[src/rtl/single_port_ram_sync.sv]
// Single-port synchronous RAM: one shared address, registered read data,
// asynchronous active-high reset that clears the array and the output register.
module single_port_ram_sync #(
  parameter int data_width = 8,
  parameter int addr_width = 4
) (
  input  logic                  clk,
  input  logic                  rst,
  input  logic                  we,
  input  logic [addr_width-1:0] addr,
  input  logic [data_width-1:0] data_in,
  output logic [data_width-1:0] data_out
);

  localparam int depth = 2 ** addr_width;

  logic [data_width-1:0] mem_q [depth];
  logic [data_width-1:0] mem_d [depth];
  logic [data_width-1:0] data_out_q;
  logic [data_width-1:0] data_out_d;

  // A write cycle leaves data_out holding its last read value.
  always_comb begin
    mem_d      = mem_q;
    data_out_d = data_out_q;
    if (we) begin
      mem_d[addr] = data_in;
    end else begin
      data_out_d = mem_q[addr];
    end
  end

  always_ff @(posedge clk or posedge rst) begin
    if (rst) begin
      for (int i = 0; i < depth; i++) begin
        mem_q[i] <= '0;
      end
      data_out_q <= '0;
    end else begin
      mem_q      <= mem_d;
      data_out_q <= data_out_d;
    end
  end

  assign data_out = data_out_q;

endmodule

[config.mk]
export PLATFORM = sky130hd
export DESIGN_NAME = single_port_ram_sync
export DESIGN_NICKNAME = d
export VERILOG_FILES = /design/src/rtl/single_port_ram_sync.sv
export SDC_FILE = /design/constraint.sdc
export NUM_CORES = 1
export LEC_CHECK = 0
export CAP_MARGIN = 20
export CORE_ASPECT_RATIO = 0.6
export CORE_UTILIZATION = 50
export DETAILED_ROUTE_END_ITERATION = 10
export GPL_TIMING_DRIVEN = 0
export HOLD_SLACK_MARGIN = 0.15
export PLACE_DENSITY_LB_ADDON = 0.12
export SETUP_SLACK_MARGIN = 0.05
export SLEW_MARGIN = 0
export SYNTH_ARGS = -nofsm -noshare
export SYNTH_HDL_FRONTEND = slang
export SYNTH_SLANG_ARGS = --single-unit
[constraint.sdc]
create_clock -name clk -period 4.98 [get_ports clk]
set_input_delay 0.996 -clock clk [delete_from_list [all_inputs] [get_ports clk]]
set_output_delay 0.996 -clock clk [all_outputs]
set_load 0.05 [all_outputs]
==> metrics.txt, run 1 <==
# TYPE chip_impl_metric gauge
chip_impl_info{name="outcome",value="complete, no violations"} 1
chip_impl_metric{name="edff_count_synth",unit=""} 0
chip_impl_metric{name="cts.sink_count",unit=""} 136
chip_impl_metric{name="wl_per_cell",unit="um"} 22.8
chip_impl_metric{name="synth.yosys.seq_area_share",unit=""} 0.547
chip_impl_metric{name="power_share_of_the_combinational_group",unit=""} 0.167
chip_impl_metric{name="placed_cells",unit=""} 591
chip_impl_metric{name="core.rowCount",unit=""} 31
chip_impl_metric{name="clkLatencyLatePin",unit="ns"} 0.42
chip_impl_info{name="cts_tree",value="built"} 1
chip_impl_metric{name="initial_core_util",unit=""} 0.514
chip_impl_metric{name="cts-htree-levels",unit=""} 4
chip_impl_info{name="critical_path.reg2reg.endpoint",value="data_out[0]"} 1
chip_impl_info{name="worstHoldStart",value="mem_q[83]"} 1
chip_impl_metric{name="power_density",unit="nW/um^2"} 476
chip_impl_metric{name="grt_util_all_layers",unit=""} 0.244
chip_impl_metric{name="cp_max_fo",unit=""} 10
chip_impl_metric{name="ys_seq_elements",unit=""} 136
chip_impl_metric{name="die_w",unit="um"} 146
chip_impl_metric{name="number_of_instances_in_the_synthesized_netlist",unit=""} 404
chip_impl_metric{name="leakage",unit="nW"} 3.10
chip_impl_metric{name="worst_ep_required_time",unit="ns"} 5.25
chip_impl_info{name="regToRegStartpoint",value="mem_q[72]"} 1
chip_impl_metric{name="numPortBuffers",unit=""} 21
chip_impl_metric{name="drive_gt1_frac",unit=""} 0.485
chip_impl_metric{name="power.total",unit="mW"} 3.50
chip_impl_info{name="postSynth.topFlopCell",value="sky130_fd_sc_hd__dfrtp_1"} 1
chip_impl_metric{name="synth-warning-count",unit=""} 0
chip_impl_metric{name="cts.hold.buffers_added",unit=""} 0
chip_impl_metric{name="cts_post_setup_buffers_inserted",unit=""} 0
chip_impl_metric{name="drv_slew",unit=""} 0
chip_impl_metric{name="p_int",unit="mW"} 2.65
chip_impl_info{name="root_buffer",value="sky130_fd_sc_hd__clkbuf_16"} 1
chip_impl_metric{name="fp.dieH",unit="um"} 88.4
chip_impl_metric{name="timing.final.hold_violations",unit=""} 0
chip_impl_metric{name="grt_pass1_vias",unit=""} 3906
chip_impl_info{name="crit_type",value="input port to flip-flop"} 1
chip_impl_info{name="holdPathEnd",value="mem_q[83]"} 1
chip_impl_metric{name="grt_pass1_wl",unit="mm"} 22.5
chip_impl_metric{name="max_freq",unit="MHz"} 345
chip_impl_metric{name="drtAntennaViolNets",unit=""} 0
chip_impl_metric{name="mappedNetlistNets",unit=""} 419
chip_impl_metric{name="num_vias",unit=""} 3610
chip_impl_metric{name="design.core.area",unit="sq um"} 12100
chip_impl_metric{name="syn2layout_area_growth",unit="%"} 18.0
chip_impl_metric{name="postCtsResizedCells",unit=""} 0
chip_impl_metric{name="setup_tns",unit="ns"} 0
chip_impl_metric{name="power.clock.fraction",unit=""} 0.409
chip_impl_metric{name="globalplace.congestion",unit=""} 0.825
chip_impl_metric{name="max-slew-margin-rel",unit=""} 0.429
chip_impl_info{name="setup.worst_path.end_class",value="flip-flop"} 1
chip_impl_metric{name="finalSetupViolCount",unit=""} 0
chip_impl_metric{name="clkSlewWorstSetupHoldPaths",unit="ns"} 0.06
chip_impl_info{name="grt_setup_unrepaired",value="false"} 1
chip_impl_metric{name="detail_route.wirelength",unit="mm"} 14.2
chip_impl_metric{name="sequential_share_of_power",unit=""} 0.424
chip_impl_metric{name="clock-skew-final",unit="ns"} 0.00728
chip_impl_metric{name="dp_hpwl",unit="mm"} 9.64
chip_impl_metric{name="hold_path_depth",unit=""} 1
chip_impl_metric{name="final_period_minus_worst_setup_slack",unit="ns"} 2.90
chip_impl_metric{name="synthesis.area_per_instance",unit="sq um"} 15.4
chip_impl_info{name="setup.worst_path.start_class",value="input port"} 1
chip_impl_metric{name="synth.distinct_cells",unit=""} 33
chip_impl_metric{name="detail_route.first_pass.iterations",unit=""} 4
chip_impl_metric{name="ioPinCount",unit=""} 23
chip_impl_metric{name="synth_area",unit="sq um"} 6220
chip_impl_metric{name="final_worst_hold_slack",unit="ns"} 0.489
chip_impl_metric{name="irDropWorstVdd",unit="mV"} 0.226
chip_impl_metric{name="r2r_setup_slack",unit="ns"} 3.42
chip_impl_metric{name="drc",unit=""} 0
chip_impl_metric{name="synth-async-reset-ratio",unit=""} 1.00
chip_impl_metric{name="synth_top_area_share",unit=""} 0.547
chip_impl_metric{name="period_share",unit=""} 0.582
chip_impl_metric{name="swShare",unit=""} 0.243
chip_impl_metric{name="fin_cells",unit=""} 624
chip_impl_info{name="yosys-top-cells-area",value="sky130_fd_sc_hd__dfrtp_1, sky130_fd_sc_hd__mux2_2, sky130_fd_sc_hd__mux4_2, sky130_fd_sc_hd__mux2_1, sky130_fd_sc_hd__a221oi_1"} 1
chip_impl_info{name="netlist.top_cell.by_area",value="sky130_fd_sc_hd__dfrtp_1"} 1
chip_impl_metric{name="worst_ep_arrival_time",unit="ns"} 3.16
chip_impl_metric{name="clock_tree.buffer_depth",unit=""} 2
chip_impl_metric{name="net_count_of_the_finished_layout",unit=""} 460
chip_impl_metric{name="ff2ff_path_depth",unit=""} 3
chip_impl_metric{name="cts_buffers",unit=""} 17
chip_impl_info{name="timing.hold.worst.class",value="flip-flop to flip-flop"} 1
chip_impl_metric{name="drv_cap",unit=""} 0
chip_impl_metric{name="max_slew.worst_pin.slew",unit="ns"} 0.852
chip_impl_metric{name="largest_net_degree_at_the_start_of_global_routing",unit=""} 72
chip_impl_metric{name="power.net_switching",unit="uW"} 850
chip_impl_metric{name="drt-initial-drc-count",unit=""} 173
chip_impl_info{name="worstSetupStartpoint",value="addr[1]"} 1
chip_impl_metric{name="floorplan.die_area",unit="sq um"} 12900
chip_impl_metric{name="avgViaCountPerCell",unit=""} 5.79
chip_impl_metric{name="grt_antenna_before_repair",unit=""} 1
chip_impl_metric{name="global_route.overflow_total",unit=""} 0
==> power groups by stage <==
stage | combinational (mW) | sequential, mW | clock, mW
floorplan | 0.415 | 1.50 | 0
global placement | 0.565 | 1.49 | 0
detailed placement | 0.588 | 1.50 | 0
CTS | 0.591 | 1.48 | 1.45
global route | 0.631 | 1.52 | 1.50
finish | 0.583 | 1.48 | 1.43
==> final cells by class <==
cell class / instances / area [sq um]
clock inverter: 12 / 223
clock buffer: 20 / 447
tap: 165 / 206
buffer: 28 / 135
timing repair buffer: 22 / 238
multi-input combinational: 230 / 2650
inverter: 10 / 42.5
antenna: 1 / 2.50
fill: 957 / 4760
sequential: 136 / 3400
==> state kept, by name (all words and copies together) (netlist names) <==
signal,flops
data_out,8
mem_q,128
==> stage by stage <==
step	setup slack [ns]	utilization	instance area [sq um]
2_1_floorplan	0.345	-	6220
3_3_place_gp	-1.36	0.549	6640
3_5_place_dp	1.69	0.551	6670
4_1_cts	2.11	0.607	7340
5_1_grt	2.03	0.607	7340
6_report	2.08	0.607	7340
==> placed cells by master (no fill, tap or decap), drive strengths merged, types with 8 or more instances in the layout <==
cell type and n:
a221oi 8, a22oi 8, a32oi 8, buf 20, clkbuf 29, clkdlybuf4s50 21
dfrtp 136, inv 10, mux2 144, mux4 24, nand2 10
==> per-layer routing <==
metal	GRT usage	wire length, um	share of wire
met1	0.341	6670	0.47
met2	0.368	6240	0.44
met3	0.0789	1080	0.076
met4	0.0767	213	0.015
met5	0	0	0
==> how the worst max path moves through the flow <==
stage,to,slack (ns),cells past startpoint
final,data_out[0],2.08,6
after global routing,data_out[1],2.03,6
after CTS,mem_q[117],2.11,4
after detailed placement,data_out[0],1.69,6
after global placement,mem_q[73],-1.36,2
after floorplan,data_out[0],0.34,1
==> worst max-delay path, cell delays in order <==
cell,delay (ns)
sky130_fd_sc_hd__clkdlybuf4s50_1,0.56
sky130_fd_sc_hd__buf_4,0.24
sky130_fd_sc_hd__buf_4,0.29
sky130_fd_sc_hd__mux4_2,0.55
sky130_fd_sc_hd__a22oi_1,0.37
sky130_fd_sc_hd__a32oi_1,0.15
==> cells by family after synthesis <==
family | after synthesis | share of synthesized area
DFF | 136 | 0.547
AOI/OAI and AO/OA | 24 | 0.0322
buffers and inverters | 38 | 0.0277
muxes | 168 | 0.347
and+or+nand+nor | 38 | 0.0456
==> cell usage after synthesis (all sizes together), types with 4 or more instances <==
| cell type | count |
|---|---|
| nor3 | 4 |
| inv | 10 |
| mux4 | 24 |
| a221oi | 8 |
| mux2 | 144 |
| buf | 19 |
| dfrtp | 136 |
| a22oi | 8 |
| nand2 | 10 |
| a32oi | 8 |
| nand2b | 4 |
| clkbuf | 9 |
| nor2 | 7 |
Note: power is estimated with default switching activity, not from simulation.
==> run 2, diff against run 1 <==
==> constraint.sdc (replaced) <==
create_clock -name clk -period 2.3 [get_ports clk]
set_input_delay 0.46 -clock clk [delete_from_list [all_inputs] [get_ports clk]]
set_output_delay 0.46 -clock clk [all_outputs]
set_load 0.05 [all_outputs]
==> run 2 against run 1 <==
Sequential cell count did not move. Total power rose by 110%. Global-route usage rose by 0.077 points. Non-clock buffer count rose by 3. Critical endpoint unchanged. Register-to-register slack got worse by 2.6 ns. Clock skew barely moved. Highest routed layer unchanged. Cell count rose by 0.48%. Sequential share of layout area barely moved. Clock-buffer cell count did not move. Core utilization barely moved. Clock power rose by 94%. Sequential power rose by 120%.
==> metrics.txt, run 2 (same netlist as run 1, synthesis figures left out) <==
# TYPE chip_impl_metric gauge
chip_impl_metric{name="detail_route.wirelength",unit="mm"} 14.3
chip_impl_info{name="grt_setup_unrepaired",value="true"} 1
chip_impl_metric{name="drtAntennaViolNets",unit=""} 0
chip_impl_metric{name="largest_net_degree_at_the_start_of_global_routing",unit=""} 37
chip_impl_info{name="cts_tree",value="built"} 1
chip_impl_metric{name="ioPinCount",unit=""} 23
chip_impl_metric{name="syn2layout_area_growth",unit="%"} 18.1
chip_impl_metric{name="area.sequential",unit="sq um"} 3400
chip_impl_metric{name="clkSlewWorstSetupHoldPaths",unit="ns"} 0.06
chip_impl_metric{name="final_period_minus_worst_setup_slack",unit="ns"} 2.23
chip_impl_info{name="timing.hold.worst.class",value="flip-flop to flip-flop"} 1
chip_impl_metric{name="globalplace.congestion",unit=""} 0.832
chip_impl_metric{name="power_density",unit="nW/um^2"} 992
chip_impl_metric{name="timing.final.hold_violations",unit=""} 0
chip_impl_metric{name="cp_max_fo",unit=""} 10
chip_impl_metric{name="fp.dieH",unit="um"} 88.4
chip_impl_metric{name="detail_route.first_pass.iterations",unit=""} 4
chip_impl_metric{name="core.rowCount",unit=""} 31
chip_impl_metric{name="layout.core_utilization",unit=""} 0.607
chip_impl_info{name="crit_type",value="input port to flip-flop"} 1
chip_impl_metric{name="leakage",unit="nW"} 3.09
chip_impl_metric{name="wl_per_cell",unit="um"} 22.7
chip_impl_metric{name="grt_antenna_before_repair",unit=""} 1
chip_impl_info{name="worstSetupStartpoint",value="addr[2]"} 1
chip_impl_info{name="worstHoldStart",value="mem_q[95]"} 1
chip_impl_metric{name="max-slew-margin-rel",unit=""} 0.428
chip_impl_metric{name="final_worst_hold_slack",unit="ns"} 0.488
chip_impl_info{name="setup.worst_path.start_class",value="input port"} 1
chip_impl_metric{name="r2r_setup_slack",unit="ns"} 0.78
chip_impl_metric{name="drt-initial-drc-count",unit=""} 173
chip_impl_metric{name="fin_cells",unit=""} 627
chip_impl_metric{name="finalSetupViolCount",unit=""} 0
chip_impl_metric{name="placed_cells",unit=""} 593
chip_impl_metric{name="cts-htree-levels",unit=""} 4
chip_impl_metric{name="clock-skew-final",unit="ns"} 0.00755
chip_impl_metric{name="drc",unit=""} 0
chip_impl_metric{name="grt_util_all_layers",unit=""} 0.245
chip_impl_metric{name="net_count_of_the_finished_layout",unit=""} 463
chip_impl_metric{name="period_share",unit=""} 0.970
chip_impl_metric{name="drv_cap",unit=""} 0
chip_impl_metric{name="worst_ep_required_time",unit="ns"} 2.58
chip_impl_metric{name="cts_buffers",unit=""} 17
chip_impl_metric{name="clkLatencyLatePin",unit="ns"} 0.42
chip_impl_metric{name="worst_slack",unit="ns"} 0.0688
chip_impl_info{name="layout.cells.most_common_list",value="sky130_fd_sc_hd__dfrtp_1, sky130_fd_sc_hd__mux2_2, sky130_fd_sc_hd__mux4_2"} 1
chip_impl_info{name="registers.top_by_ff_count",value="mem_q"} 1
chip_impl_info{name="outcome",value="complete, no violations"} 1
chip_impl_metric{name="initial_core_util",unit=""} 0.514
chip_impl_metric{name="dp_hpwl",unit="mm"} 9.98
chip_impl_metric{name="cts.sink_count",unit=""} 136
chip_impl_metric{name="ff2ff_path_depth",unit=""} 3
chip_impl_info{name="regToRegStartpoint",value="mem_q[74]"} 1
chip_impl_metric{name="avgViaCountPerCell",unit=""} 5.81
chip_impl_metric{name="floorplan.die_area",unit="sq um"} 12900
chip_impl_info{name="setup.worst_path.end_class",value="flip-flop"} 1
chip_impl_metric{name="grt_pass1_wl",unit="mm"} 22.5
chip_impl_metric{name="numPortBuffers",unit=""} 21
chip_impl_metric{name="design.core.area",unit="sq um"} 12100
chip_impl_metric{name="multiInputGateArea",unit="sq um"} 2670
chip_impl_info{name="root_buffer",value="sky130_fd_sc_hd__clkbuf_16"} 1
chip_impl_metric{name="pre_cts_ws",unit="ns"} -0.416
chip_impl_metric{name="largest_register_ffs",unit=""} 128
chip_impl_metric{name="cts.hold.buffers_added",unit=""} 0
chip_impl_metric{name="die_w",unit="um"} 146
chip_impl_metric{name="hold_path_depth",unit=""} 1
chip_impl_metric{name="drive_gt1_frac",unit=""} 0.499
chip_impl_info{name="layout_commonest_cell",value="sky130_fd_sc_hd__dfrtp_1"} 1
chip_impl_metric{name="grt_pass1_vias",unit=""} 3764
chip_impl_metric{name="worst_ep_arrival_time",unit="ns"} 2.51
chip_impl_metric{name="num_vias",unit=""} 3640
chip_impl_metric{name="fillerInstances",unit=""} 936
chip_impl_metric{name="max_freq",unit="MHz"} 448
chip_impl_metric{name="clock_tree.buffer_depth",unit=""} 2
chip_impl_metric{name="irDropWorstVdd",unit="mV"} 0.469
chip_impl_metric{name="drv_slew",unit=""} 0
chip_impl_metric{name="max_slew.worst_pin.slew",unit="ns"} 0.854
chip_impl_metric{name="global_route.overflow_total",unit=""} 0
-- run 2: changes by cell type in the layout (fill, tap and decap cells not counted) --
cell	change
sky130_fd_sc_hd__a22oi_1	-4
sky130_fd_sc_hd__a22oi_2	+4
sky130_fd_sc_hd__buf_12	+3
sky130_fd_sc_hd__bufinv_16	-3
sky130_fd_sc_hd__buf_2	-2
sky130_fd_sc_hd__clkinv_2	+2
sky130_fd_sc_hd__clkinvlp_4	+2
sky130_fd_sc_hd__buf_16	-1
sky130_fd_sc_hd__buf_4	+1
sky130_fd_sc_hd__buf_6	+1
sky130_fd_sc_hd__clkbuf_1	-1
sky130_fd_sc_hd__clkbuf_4	+1
sky130_fd_sc_hd__clkbuf_8	+1
sky130_fd_sc_hd__inv_6	-1
-- run 2: repair_timing --
action,in CTS,in global routing
pin swaps,0,1
setup buffers,0,1
setup endpoints to repair,2,18
gates resized for setup,2,5
-- run 2: path summary, 6_finish.rpt --
kind                                     to
worst max-delay path            data_out[0]
worst min-delay path              mem_q[95]
worst max register to register  data_out[2]
worst min register to register    mem_q[95]
max in group asynchronous         mem_q[72]
min in group asynchronous         mem_q[30]
-- run 2: final cells by class --
cell class,count,area share
Antenna cell,1,0.000341
Buffer,28,0.0196
Clock buffer,20,0.0621
Clock inverter,12,0.0204
Inverter,10,0.00562
Multi-Input combinational cell,230,0.363
Sequential cell,136,0.463
Tap cell,165,0.0281
Timing Repair Buffer,25,0.0378
-- run 2: worst max-delay path, stage by stage --
cell,delay (ns)
sky130_fd_sc_hd__clkdlybuf4s50_1,0.59
sky130_fd_sc_hd__buf_2,0.30
sky130_fd_sc_hd__buf_2,0.35
sky130_fd_sc_hd__mux4_2,0.39
sky130_fd_sc_hd__a22oi_2,0.27
sky130_fd_sc_hd__a32oi_1,0.14
-- run 2: stage by stage --
stage / instance area [sq um] / total power [mW] / setup TNS, ns
final: 7350 / 7.29 / 0
after global routing: 7350 / 7.61 / 0
after CTS: 7320 / 7.32 / 0
after detailed placement: 6700 / 4.54 / -16.72
after global placement: 6640 / 4.45 / -149.85
after floorplan: 6230 / 4.14 / 0
-- run 2: report_power, final --
| group | leakage, nW | total [mW] | internal (mW) | switching [mW] |
|---|---|---|---|---|
| registers | 1.66 | 3.22 | 2.94 | 0.274 |
| clock network | 0.292 | 2.78 | 1.75 | 1.02 |
| logic | 1.13 | 1.29 | 0.741 | 0.553 |
-- run 2: routing by layer --
layer  track usage  share of wire  vias to the layer above
li1              -              -                     1612
met1         0.340           0.46                     1915
met2         0.362           0.43                       91
met3        0.0840          0.086                       22
met4        0.0890          0.022                        0
met5             0              0                        -
